==> src/rtl/pipelined_adder_if.sv <==
// rtl/pipelined_adder_if.sv - operand/result handshake bundle for pipelined_adder; ovf present with ADDER_OVF_EN
interface pipelined_adder_if #(
  parameter int WIDTH = 8
);
  logic             in_valid;
  logic             in_ready;
  logic [WIDTH-1:0] a;
  logic [WIDTH-1:0] b;
  logic             cin;
  logic             out_valid;
  logic             out_ready;
  logic [WIDTH-1:0] sum;
  logic             cout;
`ifdef ADDER_OVF_EN
  logic             ovf;
`endif

  modport slave (
    input  in_valid, a, b, cin, out_ready,
    output in_ready, out_valid, sum, cout
`ifdef ADDER_OVF_EN
    , ovf
`endif
  );

  modport master (
    output in_valid, a, b, cin, out_ready,
    input  in_ready, out_valid, sum, cout
`ifdef ADDER_OVF_EN
    , ovf
`endif
  );
endinterface

==> src/rtl/pipelined_adder.sv <==
// rtl/pipelined_adder.sv - pipelined ripple-carry adder, one chunk per stage; ADDER_OVF_EN adds signed overflow
module pipelined_adder #(
  parameter int WIDTH  = 8,
  parameter int STAGES = 2
) (
  input  logic             clk,
  input  logic             rst_n,
  pipelined_adder_if.slave bus
);
  localparam int CHUNK = WIDTH / STAGES;
  localparam int LAST  = STAGES - 1;

  logic             valid_q [STAGES];
  logic             valid_d [STAGES];
  logic [WIDTH-1:0] opa_q   [STAGES];
  logic [WIDTH-1:0] opa_d   [STAGES];
  logic [WIDTH-1:0] opb_q   [STAGES];
  logic [WIDTH-1:0] opb_d   [STAGES];
  logic [WIDTH-1:0] sum_q   [STAGES];
  logic [WIDTH-1:0] sum_d   [STAGES];
  logic             carry_q [STAGES];
  logic             carry_d [STAGES];

  logic             stg_valid [STAGES];
  logic [WIDTH-1:0] stg_a     [STAGES];
  logic [WIDTH-1:0] stg_b     [STAGES];
  logic [WIDTH-1:0] stg_sum   [STAGES];
  logic             stg_cin   [STAGES];
  logic [CHUNK:0]   chunk_res [STAGES];
  logic             adv;

  assign adv           = !valid_q[LAST] || bus.out_ready;
  assign bus.in_ready  = adv;
  assign bus.out_valid = valid_q[LAST];
  assign bus.sum       = sum_q[LAST];
  assign bus.cout      = carry_q[LAST];

  // Stage k sees the registers of stage k-1; stage 0 sees the input port.
  always_comb begin
    stg_valid[0] = bus.in_valid;
    stg_a[0]     = bus.a;
    stg_b[0]     = bus.b;
    stg_cin[0]   = bus.cin;
    stg_sum[0]   = '0;
    for (int s = 1; s < STAGES; s++) begin
      stg_valid[s] = valid_q[s-1];
      stg_a[s]     = opa_q[s-1];
      stg_b[s]     = opb_q[s-1];
      stg_cin[s]   = carry_q[s-1];
      stg_sum[s]   = sum_q[s-1];
    end
    for (int s = 0; s < STAGES; s++) begin
      chunk_res[s] = {1'b0, stg_a[s][s*CHUNK +: CHUNK]}
                   + {1'b0, stg_b[s][s*CHUNK +: CHUNK]}
                   + {{CHUNK{1'b0}}, stg_cin[s]};
    end
  end

  // Data registers load only behind a valid operation so bubbles never disturb the visible result.
  always_comb begin
    for (int s = 0; s < STAGES; s++) begin
      valid_d[s] = valid_q[s];
      opa_d[s]   = opa_q[s];
      opb_d[s]   = opb_q[s];
      sum_d[s]   = sum_q[s];
      carry_d[s] = carry_q[s];
    end
    if (adv) begin
      for (int s = 0; s < STAGES; s++) begin
        valid_d[s] = stg_valid[s];
        if (stg_valid[s]) begin
          opa_d[s]                   = stg_a[s];
          opb_d[s]                   = stg_b[s];
          sum_d[s]                   = stg_sum[s];
          sum_d[s][s*CHUNK +: CHUNK] = chunk_res[s][CHUNK-1:0];
          carry_d[s]                 = chunk_res[s][CHUNK];
        end
      end
    end
  end

  always_ff @(posedge clk or negedge rst_n) begin
    if (!rst_n) begin
      for (int s = 0; s < STAGES; s++) begin
        valid_q[s] <= 1'b0;
        opa_q[s]   <= '0;
        opb_q[s]   <= '0;
        sum_q[s]   <= '0;
        carry_q[s] <= 1'b0;
      end
    end else begin
      for (int s = 0; s < STAGES; s++) begin
        valid_q[s] <= valid_d[s];
        opa_q[s]   <= opa_d[s];
        opb_q[s]   <= opb_d[s];
        sum_q[s]   <= sum_d[s];
        carry_q[s] <= carry_d[s];
      end
    end
  end

`ifdef ADDER_OVF_EN
  logic ovf_q;
  logic ovf_d;
  logic msb_cin;

  // Carry into the MSB recovered from the MSB sum bit: s = a ^ b ^ c.
  always_comb begin
    msb_cin = stg_a[LAST][WIDTH-1] ^ stg_b[LAST][WIDTH-1] ^ chunk_res[LAST][CHUNK-1];
    ovf_d   = ovf_q;
    if (adv && stg_valid[LAST]) begin
      ovf_d = msb_cin ^ chunk_res[LAST][CHUNK];
    end
  end

  always_ff @(posedge clk or negedge rst_n) begin
    if (!rst_n) begin
      ovf_q <= 1'b0;
    end else begin
      ovf_q <= ovf_d;
    end
  end

  assign bus.ovf = ovf_q;
`endif
endmodule

==> src/flat_wrapper.sv <==
// flat-port wrapper written by rule: the top's interface ports become plain ports
module pipelined_adder_flat 
#(
  parameter int WIDTH  = 8,
  parameter int STAGES = 2
)
  (clk, rst_n, bus_in_valid, bus_a, bus_b, bus_cin, bus_out_ready, bus_in_ready, bus_out_valid, bus_sum, bus_cout);
  pipelined_adder_if #(.WIDTH(WIDTH)) bus_i ();
  input  logic clk;
  input  logic rst_n;
  input wire logic [$bits(bus_i.in_valid)-1:0] bus_in_valid;
  input wire logic [$bits(bus_i.a)-1:0] bus_a;
  input wire logic [$bits(bus_i.b)-1:0] bus_b;
  input wire logic [$bits(bus_i.cin)-1:0] bus_cin;
  input wire logic [$bits(bus_i.out_ready)-1:0] bus_out_ready;
  output wire logic [$bits(bus_i.in_ready)-1:0] bus_in_ready;
  output wire logic [$bits(bus_i.out_valid)-1:0] bus_out_valid;
  output wire logic [$bits(bus_i.sum)-1:0] bus_sum;
  output wire logic [$bits(bus_i.cout)-1:0] bus_cout;
  assign bus_i.in_valid = bus_in_valid;
  assign bus_i.a = bus_a;
  assign bus_i.b = bus_b;
  assign bus_i.cin = bus_cin;
  assign bus_i.out_ready = bus_out_ready;
  assign bus_in_ready = bus_i.in_ready;
  assign bus_out_valid = bus_i.out_valid;
  assign bus_sum = bus_i.sum;
  assign bus_cout = bus_i.cout;
  pipelined_adder #(.WIDTH(WIDTH), .STAGES(STAGES)) u_core (.clk(clk), .rst_n(rst_n), .bus(bus_i));
endmodule
==> config.mk <==
export PLATFORM = sky130hd
export DESIGN_NAME = pipelined_adder_flat
export DESIGN_NICKNAME = d
export VERILOG_FILES = /design/src/rtl/pipelined_adder_if.sv /design/src/rtl/pipelined_adder.sv /design/src/flat_wrapper.sv
export SDC_FILE = /design/constraint.sdc
export NUM_CORES = 1
export LEC_CHECK = 0
export ABC_AREA = 1
export CORE_UTILIZATION = 40
export DETAILED_ROUTE_END_ITERATION = 8
export DONT_BUFFER_PORTS = 1
export PLACE_DENSITY = 0.58
export SYNTH_ARGS = -nofsm -noshare
export SYNTH_HDL_FRONTEND = slang
export SYNTH_SLANG_ARGS = --single-unit
==> constraint.sdc <==
create_clock -name clk -period 2.15 [get_ports clk]
set_input_delay 0.3225 -clock clk [delete_from_list [all_inputs] [get_ports clk]]
set_output_delay 0.3225 -clock clk [all_outputs]
set_load 0.01 [all_outputs]
; Word level (Yosys, flattened, before mapping)
; Index checks and enable logic that the tools add are counted.
[totals]
register_bits = 32
in_bits = 21
output_inout_bits = 11
wordCells = 16
[op_classes]
addsub = 4
n_reduce_logical = 4
[op_table]
columns = cell, count
row1 = 4-bit by 4-bit adder with 5-bit output, 2
row2 = 5-bit by 1-bit adder with 5-bit output, 2
row3 = 2-bit AND reduction, 2
row4 = 1-bit logical NOT, 1
row5 = 1-bit logical OR, 1

; Depth between registers and ports, before layout
; Gate-level depths: netlist (run 1).
[logic_depth]
ltp_word = 3
mapped_depth = 8

; Worst setup path after synthesis (run 1)
; Ideal clock, no wire load.
[synth_timing]
kind = input to register
startpoint = input bus_cin
endpoint = register u_core.sum_q, in the netlist u_core.stg_sum[2]
arrival_ns = 1.401
t_required_ns = 2.024
slack_ns = 0.623
path_stages = 7
path_cell_list = fa_1 inv_1 fa_1 inv_1 or2_2 nand3_1 o21ai_0
[synth_between]
elab_chain_cells = 1
[synth_rtl]
columns = item, line_no
row1 = start: declaration, flat_wrapper.sv:14  ; input wire logic [$bits(bus_i.cin)-1:0] bus_cin;
row2 = 5-bit by 1-bit adder with 5-bit output, pipelined_adder.sv:55  ; + {{CHUNK{1'b0}}, stg_cin[s]};
row3 = end signal: indexed assignment, pipelined_adder.sv:96  ; sum_q[s] <= sum_d[s];
row4 = end: declaration, pipelined_adder.sv:19  ; logic [WIDTH-1:0] sum_q [STAGES];
; No other way between the ends.
; A chain may end at the register's enable or synchronous reset.

; Final worst setup path (run 1)
[layout_timing]
startpoint = register u_core.carry_q[1] (netlist name)
endpoint = register u_core.sum_q, in the netlist u_core.bus.sum[5]
[layout_between]
elab_chain_cells = 1
[layout_rtl]
columns = item, line_no
row1 = start: declaration, pipelined_adder.sv:21  ; logic carry_q [STAGES];
row2 = start signal: indexed assignment, pipelined_adder.sv:97  ; carry_q[s] <= carry_d[s];
row3 = 5-bit by 1-bit adder with 5-bit output, pipelined_adder.sv:55
; No other way between the ends.

==> key figures, run 1 <==
Setup path
  – Most frequent CP cell: fa_1
  – Largest delay contributor family on the critical path: adder cells
  – Buffers & Inverters on Critical Path: 1
  – CP Data Arrival Time: 1.81 ns
  – Worst reg2reg path depth: 4
  – Reg2reg start: u_core.carry_q[1]$_DFFE_PN0P_
  – R2R setup slack: 0.59 ns
  – Worst path slowest cell: fa_1
  – Crit path required time: 2.40 ns
  – Worst setup startpoint: u_core.carry_q[1]$_DFFE_PN0P_
  – Crit path depth: 4
  – Slowest stage delay, CP: 0.44 ns
  – Worst-path cell chain: fa_1 > inv_1 > fa_1 > o21ai_2
  – Crit path to: u_core.bus.sum[5]$_DFFE_PN0P_
  – Startpoint type of the worst setup path: flip-flop
  – Worst setup EP type: flip-flop
  – Max FO, Critical Path: 2
  – Worst r2r dst: u_core.bus.sum[5]$_DFFE_PN0P_
  – Critical path class: reg -> reg

STA
  – Clock skew: 0.00181 ns
  – Top achievable clock speed: 641 MHz
  – Hold Slack: 0.122 ns
  – RSZ-0062 raised after global routing: no
  – Minimum clock period: 1.56 ns
  – Worst Tran Pin Value: 1.05 ns
  – Crit share post-route: 72.5%
  – Final setup vio count: 0
  – Final hold vios: 0
  – Setup TNS: 0 ns
  – Final max-slew violation count: 0
  – Slew headroom: 29.9%

Routing
  – DR pass1 iterations: 6
  – Routed WL per cell: 11.9 µm
  – Iteration-0 DRC Markers: 29
  – Routed WL: 2.06 mm
  – Final ANT Viol Nets: 0
  – Drt via density: 4.87
  – DRC: 2
  – Routed vias: 843

Status
  – Failing checks: design-rule violations
  – Status: complete, but fails checks

Synth
  – Post-synthesis sequential element count: 24
  – Sequential-to-total area share from yosys stat: 48.1%
  – Ys Warns: 0
  – Top cell type's share of synthesized area: 48.1%
  – Syn avg cell area: 8.91 µm²
  – Synth Instances: 140
  – Post-synth top area cell: dfrtp_1
  – Syn Nets: 171
  – Synth area leaders: dfrtp_1 48%, nand2_1 17%, fa_1 6.4%
  – Cell area after synthesis: 1250 µm²
  – Library cells used by synthesis: 17

GRT
  – Grt ovf: 0
  – Gr usage total: 14.0%
  – First-pass GRT wire length: 3.59 mm
  – Initial antenna violation count: 0
  – Vias in the first global route: 825
  – Largest net degree at the start of global routing: 25

Finish
  – Fill count: 296
  – Nets: 174
  – Non-Filler Instances: 173
  – Proportion of layout cells with a drive suffix above 1: 10.6%
  – Area growth syn-to-layout: 4.11%
  – Ant diodes: 0

CTS
  – PostCTS Resize Cnt: 0
  – Clock Tree Root: clkbuf_4
  – Number of H-tree levels: 1
  – CTS Sinks: 24
  – TritonCTS buffer count: 3
  – Max Buffers Root-to-Sink: 2
  – CTS tree: done
  – Clock insertion delay at the later pin of the skew report: 0.30 ns
  – Clock transition at the registers of the reported paths: 0.13 ns

Power and ir drop
  – Worst vdd ir: 0.312 mV
  – Pleak: 0.692 nW
  – P per Cell Area: 933 nW/µm²

Die
  – Die area: 3350 µm²
  – Chip width: 57.8 µm
  – Cell Rows: 19
  – Total core area: 2850 µm²
  – I/O pin count: 32
  – Die Y: 57.8 µm
  – Initial Util: 43.7%

Hold path
  – Hold crit path type: in -> reg

Run
  – Max-cap viol count: 0

Place
  – Placed Cells: 168
  – Routability cong.: 0.783
  – Post-DP HPWL: 1.59 mm
  – IO buf count: 0
-- worst reg2reg max path, delay by kind of cell, from the launching register on --
| kind | cells | cell delay [ns] |
|---|---|---|
| DFF | 1 | 0.42 |
| buffers and inverters | 1 | 0.08 |
| AOI/OAI and AO/OA | 1 | 0.13 |
| adders and majority gates | 2 | 0.86 |
-- final cells by class --
type | count | area (µm²) | area share, %
repair buffers | 1 | 10.0 | 0.771
multi-input cells | 96 | 549 | 42.3
clock buffers | 4 | 36.3 | 2.79
flip-flops and latches | 24 | 601 | 46.2
inverters | 17 | 63.8 | 4.91
well taps | 31 | 38.8 | 2.99
-- where the power goes --
part           switching (W)  leakage, nW  internal [W]  total (W)
logic               0.000180        0.376      0.000120   0.000300
registers           0.000112        0.295      0.000568   0.000680
clock network       0.000129       0.0210      0.000103   0.000232
-- flip-flops by register name (all words and copies together), names as in the netlist --
register	flops
u_core.bus.sum	8
u_core.opa_q	4
u_core.opb_q	4
u_core.stg_sum	4
u_core.bus.cout	1
u_core.bus.out_valid	1
u_core.carry_q	1
u_core.stg_valid	1
-- per-stage QoR --
step	setup slack, ns	utilization [%]	area (µm²)	total power [W]
3_5_place_dp	0.534	43.9	1250	0.000987
4_1_cts	0.588	45.5	1300	0.00123
2_1_floorplan	0.623	-	1250	0.000932
6_report	0.590	45.5	1300	0.00121
5_1_grt	0.504	45.5	1300	0.00132
3_3_place_gp	0.579	43.9	1250	0.000975
-- layer usage --
layer	vias up	track usage (%)	part of all wire, %
met5	-	0	0
met4	0	4.08	0.78
met3	2	3.79	7.0
met2	25	22.2	44
met1	384	19.0	48
li1	432	-	-
-- cell families after synthesis --
family,synth area share (%)
XOR/XNOR,0.702
AND/OR/NAND/NOR,25.2
flip-flops,48.1
buffers and inverters,7.82
AO/OA/AOI/OAI,5.72
adder cells (fa/ha/maj),12.4
-- cell usage after synthesis, drive strengths merged --
| master | count |
|---|---|
| nand3 | 8 |
| buf | 3 |
| nor2 | 4 |
| ha | 6 |
| or2 | 2 |
| inv | 17 |
| xor2 | 1 |
| o21ai | 9 |
| a21oi | 3 |
| dfrtp | 24 |
| fa | 4 |
| nand2 | 59 |
-- cells in the final DEF (no fill, tap or decap) --
cell and instances:
nand2_1 58, dfrtp_1 24, inv_1 15, nand3_1 8
ha_1 6, o21ai_0 5, fa_1 4, nor2_4 3
o21ai_2 3, a21oi_1 3, clkbuf_4 3, inv_2 2
or2_2 2, xor2_1 1, nand2_2 1, o21ai_1 1
nor2_1 1, clkbuf_8 1, dlygate4sd3_1 1
-- repair_timing --
item,CTS,global route
buffers inserted,0,0
hold buffers,1,0
endpoints found under the hold margin,24,0
-- how the worst min path moves through the flow --
stage / startpoint / to / cells after the start
floorplan: rst_n / u_core.bus.cout$_DFFE_PN0P_ / 0
global placement: rst_n / u_core.bus.sum[1]$_DFFE_PN0P_ / 0
detailed placement: rst_n / u_core.bus.sum[0]$_DFFE_PN0P_ / 0
CTS: bus_a[6] / u_core.opa_q[14]$_DFFE_PN0P_ / 2
global route: bus_b[4] / u_core.opb_q[12]$_DFFE_PN0P_ / 2
finish: bus_a[6] / u_core.opa_q[14]$_DFFE_PN0P_ / 2
No activity file was read; power rests on OpenSTA's default activity.
==> inputs of run 2 (changes only) <==
--- a/config.mk
+++ b/config.mk
@@ -9,7 +9,7 @@
 export CORE_UTILIZATION = 40
 export DETAILED_ROUTE_END_ITERATION = 8
 export DONT_BUFFER_PORTS = 1
-export PLACE_DENSITY = 0.58
+export PLACE_DENSITY = 0.6
 export SYNTH_ARGS = -nofsm -noshare
 export SYNTH_HDL_FRONTEND = slang
 export SYNTH_SLANG_ARGS = --single-unit
==> constraint.sdc (replaced) <==
create_clock -name clk -period 1.3 [get_ports clk]
set_input_delay 0.195 -clock clk [delete_from_list [all_inputs] [get_ports clk]]
set_output_delay 0.195 -clock clk [all_outputs]
set_load 0.01 [all_outputs]
==> run 2 against run 1 <==
The run ends with design-rule violations, negative setup slack left. Count of clock-buffer cells in the layout shrank 1. Non-clock buffer count increased by 9. Sequential power is 66% higher. Wire length rose by 2.0%. Utilization up 4.3 points. Register-to-register slack worse by 0.76 ns. Sequential share of layout area down 4.0 points. Largest cell class unchanged. Highest routed layer unchanged.
==> key figures, run 2 (synthesis gave the netlist of run 1 again) <==
Power and ir drop
  – Psw: 0.000713 W (+70%)
  – Total power: 0.00203 W (+67%)
  – Clock power share: 15.0% (-4.2 points)
  – Worst vdd ir: 0.465 mV (+49%)
  – Pleak: 0.743 nW (+7.3%)
  – Total internal power: 0.00131 W (+66%)
  – Net Sw Frac: 35.2% (+0.51 points)
  – Sequential Power Share: 55.6% (-0.5 points)
  – Combinational share of power: 29.4% (+4.6 points)
  – P per Cell Area: 1430 nW/µm² (+53%)

Finish
  – Largest register FFs: 8 (unchanged)
  – Fill count: 285 (-3.7%)
  – Nets: 183 (+5.2%)
  – Ant diodes: 0 (unchanged)
  – Fin area: 1420 µm² (+9.3%)
  – Area growth syn-to-layout: 13.8%
  – Most frequent cells in the layout: 57 x nand2_1, 24 x dfrtp_1, 11 x inv_1
  – Most common cell after layout, fill and taps aside: nand2_1
  – Proportion of layout cells with a drive suffix above 1: 20.0% (+9.4 points)

Setup path
  – Slowest stage delay, CP: 0.42 ns (-0.02 ns)
  – R2R setup slack: -0.17 ns (-0.76 ns)
  – Critical path class: reg -> reg
  – Crit path to: u_core.bus.sum[5]$_DFFE_PN0P_
  – Worst setup EP type: flip-flop
  – Reg2reg start: u_core.opa_q[12]$_DFFE_PN0P_
  – Worst r2r dst: u_core.bus.sum[5]$_DFFE_PN0P_
  – CP Data Arrival Time: 1.71 ns (-0.10 ns)
  – Worst-path cell chain: fa_2 > inv_2 > fa_1 > o21ai_2
  – Crit path required time: 1.54 ns (-0.86 ns)
  – Worst setup startpoint: u_core.opa_q[12]$_DFFE_PN0P_
  – Startpoint type of the worst setup path: flip-flop
  – Max FO, Critical Path: 2 (unchanged)
  – Worst reg2reg path depth: 4 (unchanged)
  – Worst path slowest cell: dfrtp_1

CTS
  – CTS tree: done
  – CTS Sinks: 24 (unchanged)
  – Clock Tree Root: clkbuf_4
  – Clock insertion delay at the later pin of the skew report: 0.30 ns (about the same)
  – Clock transition at the registers of the reported paths: 0.12 ns (about the same)
  – Max Buffers Root-to-Sink: 2 (unchanged)
  – Number of H-tree levels: 1 (unchanged)
  – TritonCTS buffer count: 3 (unchanged)

Run
  – Max-cap viol count: 0 (unchanged)

Place
  – Post-DP Area: 1290 µm² (+2.8%)
  – Post-Place Setup Slack: -0.160 ns (-0.694 ns)
  – Post-DP HPWL: 1.60 mm (+0.82%)
  – IO buf count: 0 (unchanged)
  – Routability cong.: 0.869 (+11%)

Die
  – Die Y: 57.8 µm (unchanged)
  – Total core area: 2850 µm² (unchanged)
  – Chip width: 57.8 µm (unchanged)
  – I/O pin count: 32 (unchanged)
  – Initial Util: 43.7% (unchanged)
  – Cell Rows: 19 (unchanged)
  – Die area: 3350 µm² (unchanged)

STA
  – Clock skew: 0.00223 ns (+0.000421 ns)
  – Final hold vios: 0 (unchanged)
  – RSZ-0062 raised after global routing: yes
  – Final setup margin: -0.173 ns (-0.764 ns)
  – Setup TNS: -0.406 ns (-0.406 ns)
  – Crit share post-route: 113% (+41 points)
  – Worst Tran Pin Value: 1.03 ns (-0.0189 ns)
  – Top achievable clock speed: 679 MHz (+5.9%)
  – Minimum clock period: 1.47 ns (-0.0862 ns)
  – Slew headroom: 31.4% (+1.5 points)
  – Hold Slack: 0.00623 ns (-0.116 ns)
  – Final max-slew violation count: 0 (unchanged)
  – Final setup vio count: 4 (+4)

Routing
  – Routed vias: 862 (+2.3%)
  – DR pass1 iterations: 6 (unchanged)
  – Final ANT Viol Nets: 0 (unchanged)
  – Routed WL: 2.10 mm (+2.0%)
  – DRC: 2 (unchanged)
  – Routed WL per cell: 11.6 µm (-2.5%)
  – Drt via density: 4.76 (-2.3%)
  – Iteration-0 DRC Markers: 40 (+38%)

Hold path
  – Hold crit path type: in -> reg

GRT
  – Gr usage total: 14.5% (+0.42 points)
  – Initial antenna violation count: 0 (unchanged)
  – First-pass GRT wire length: 3.73 mm (+3.8%)
  – Grt ovf: 0 (unchanged)
  – Largest net degree at the start of global routing: 25 (unchanged)
  – Vias in the first global route: 894 (+8.4%)

Status
  – Failing checks: design-rule violations, negative setup slack
  – Status: complete, but fails checks
[run 2: cell types whose count changed in the layout (fill, tap and decap cells not counted), sizes merged]
cell,before,now
buf,0,5
clkbuf,4,3
dlygate4sd3,1,4
dlymetal6s4s,0,1
[run 2: power by group through the flow]
stage | logic [W] | clock network, W | registers, W
floorplan | 0.000447 | 0 | 0.00111
global placement | 0.000503 | 0 | 0.00113
detailed placement | 0.000514 | 0 | 0.00115
CTS | 0.000546 | 0.000323 | 0.00113
global route | 0.000698 | 0.000356 | 0.00115
finish | 0.000595 | 0.000304 | 0.00113
[run 2: worst max-delay path: cells and delay by family (launching register included)]
family	cells	cell delay (ns)
buf+inv	1	0.07
fa+ha+maj	2	0.82
flops	1	0.42
compound gates	1	0.11
[run 2: timing repair]
item | CTS | global route
resized for setup | 0 | 6
buffers inserted | 2 | 2
pin swaps | 3 | 4
hold buffers | 2 | 3
endpoints found under the hold margin | 25 | 3
setup endpoints to repair | 4 | 34
[run 2: worst min path at each step]
stage               startpoint                             to  slack (ns)  cells after the start
detailed placement       rst_n  u_core.stg_sum[1]$_DFFE_PN0P_        -0.1                      0
global placement         rst_n  u_core.stg_sum[1]$_DFFE_PN0P_        -0.1                      0
finish                bus_a[7]   u_core.opa_q[15]$_DFFE_PN0P_       0.006                      2
CTS                   bus_a[7]   u_core.opa_q[15]$_DFFE_PN0P_      0.0008                      2
global route          bus_a[4]   u_core.opa_q[12]$_DFFE_PN0P_      0.0003                      2
floorplan                rst_n    u_core.bus.cout$_DFFE_PN0P_       -0.10                      0
[run 2: through the flow]
step / utilization (%) / std cells
6_report: 49.8 / 181
3_3_place_gp: 45.1 / 169
4_1_cts: 47.1 / 176
5_1_grt: 49.8 / 181
2_1_floorplan: - / 140
3_5_place_dp: 45.1 / 169
[run 2: layer usage]
metal	vias to the layer above	share of wire, %	global-route usage [%]
li1	449	-	-
met1	388	48	18.7
met2	23	46	24.1
met3	2	5.2	3.35
met4	0	0.90	4.42
met5	-	0	0
[run 2: layout make-up]
cell class | count | area (µm²) | area share [%]
clock buffer | 3 | 22.5 | 1.59
inverter | 17 | 66.3 | 4.67
multi-input combinational | 96 | 577 | 40.6
sequential | 24 | 601 | 42.3
tap | 31 | 38.8 | 2.73
timing repair buffer | 10 | 115 | 8.11
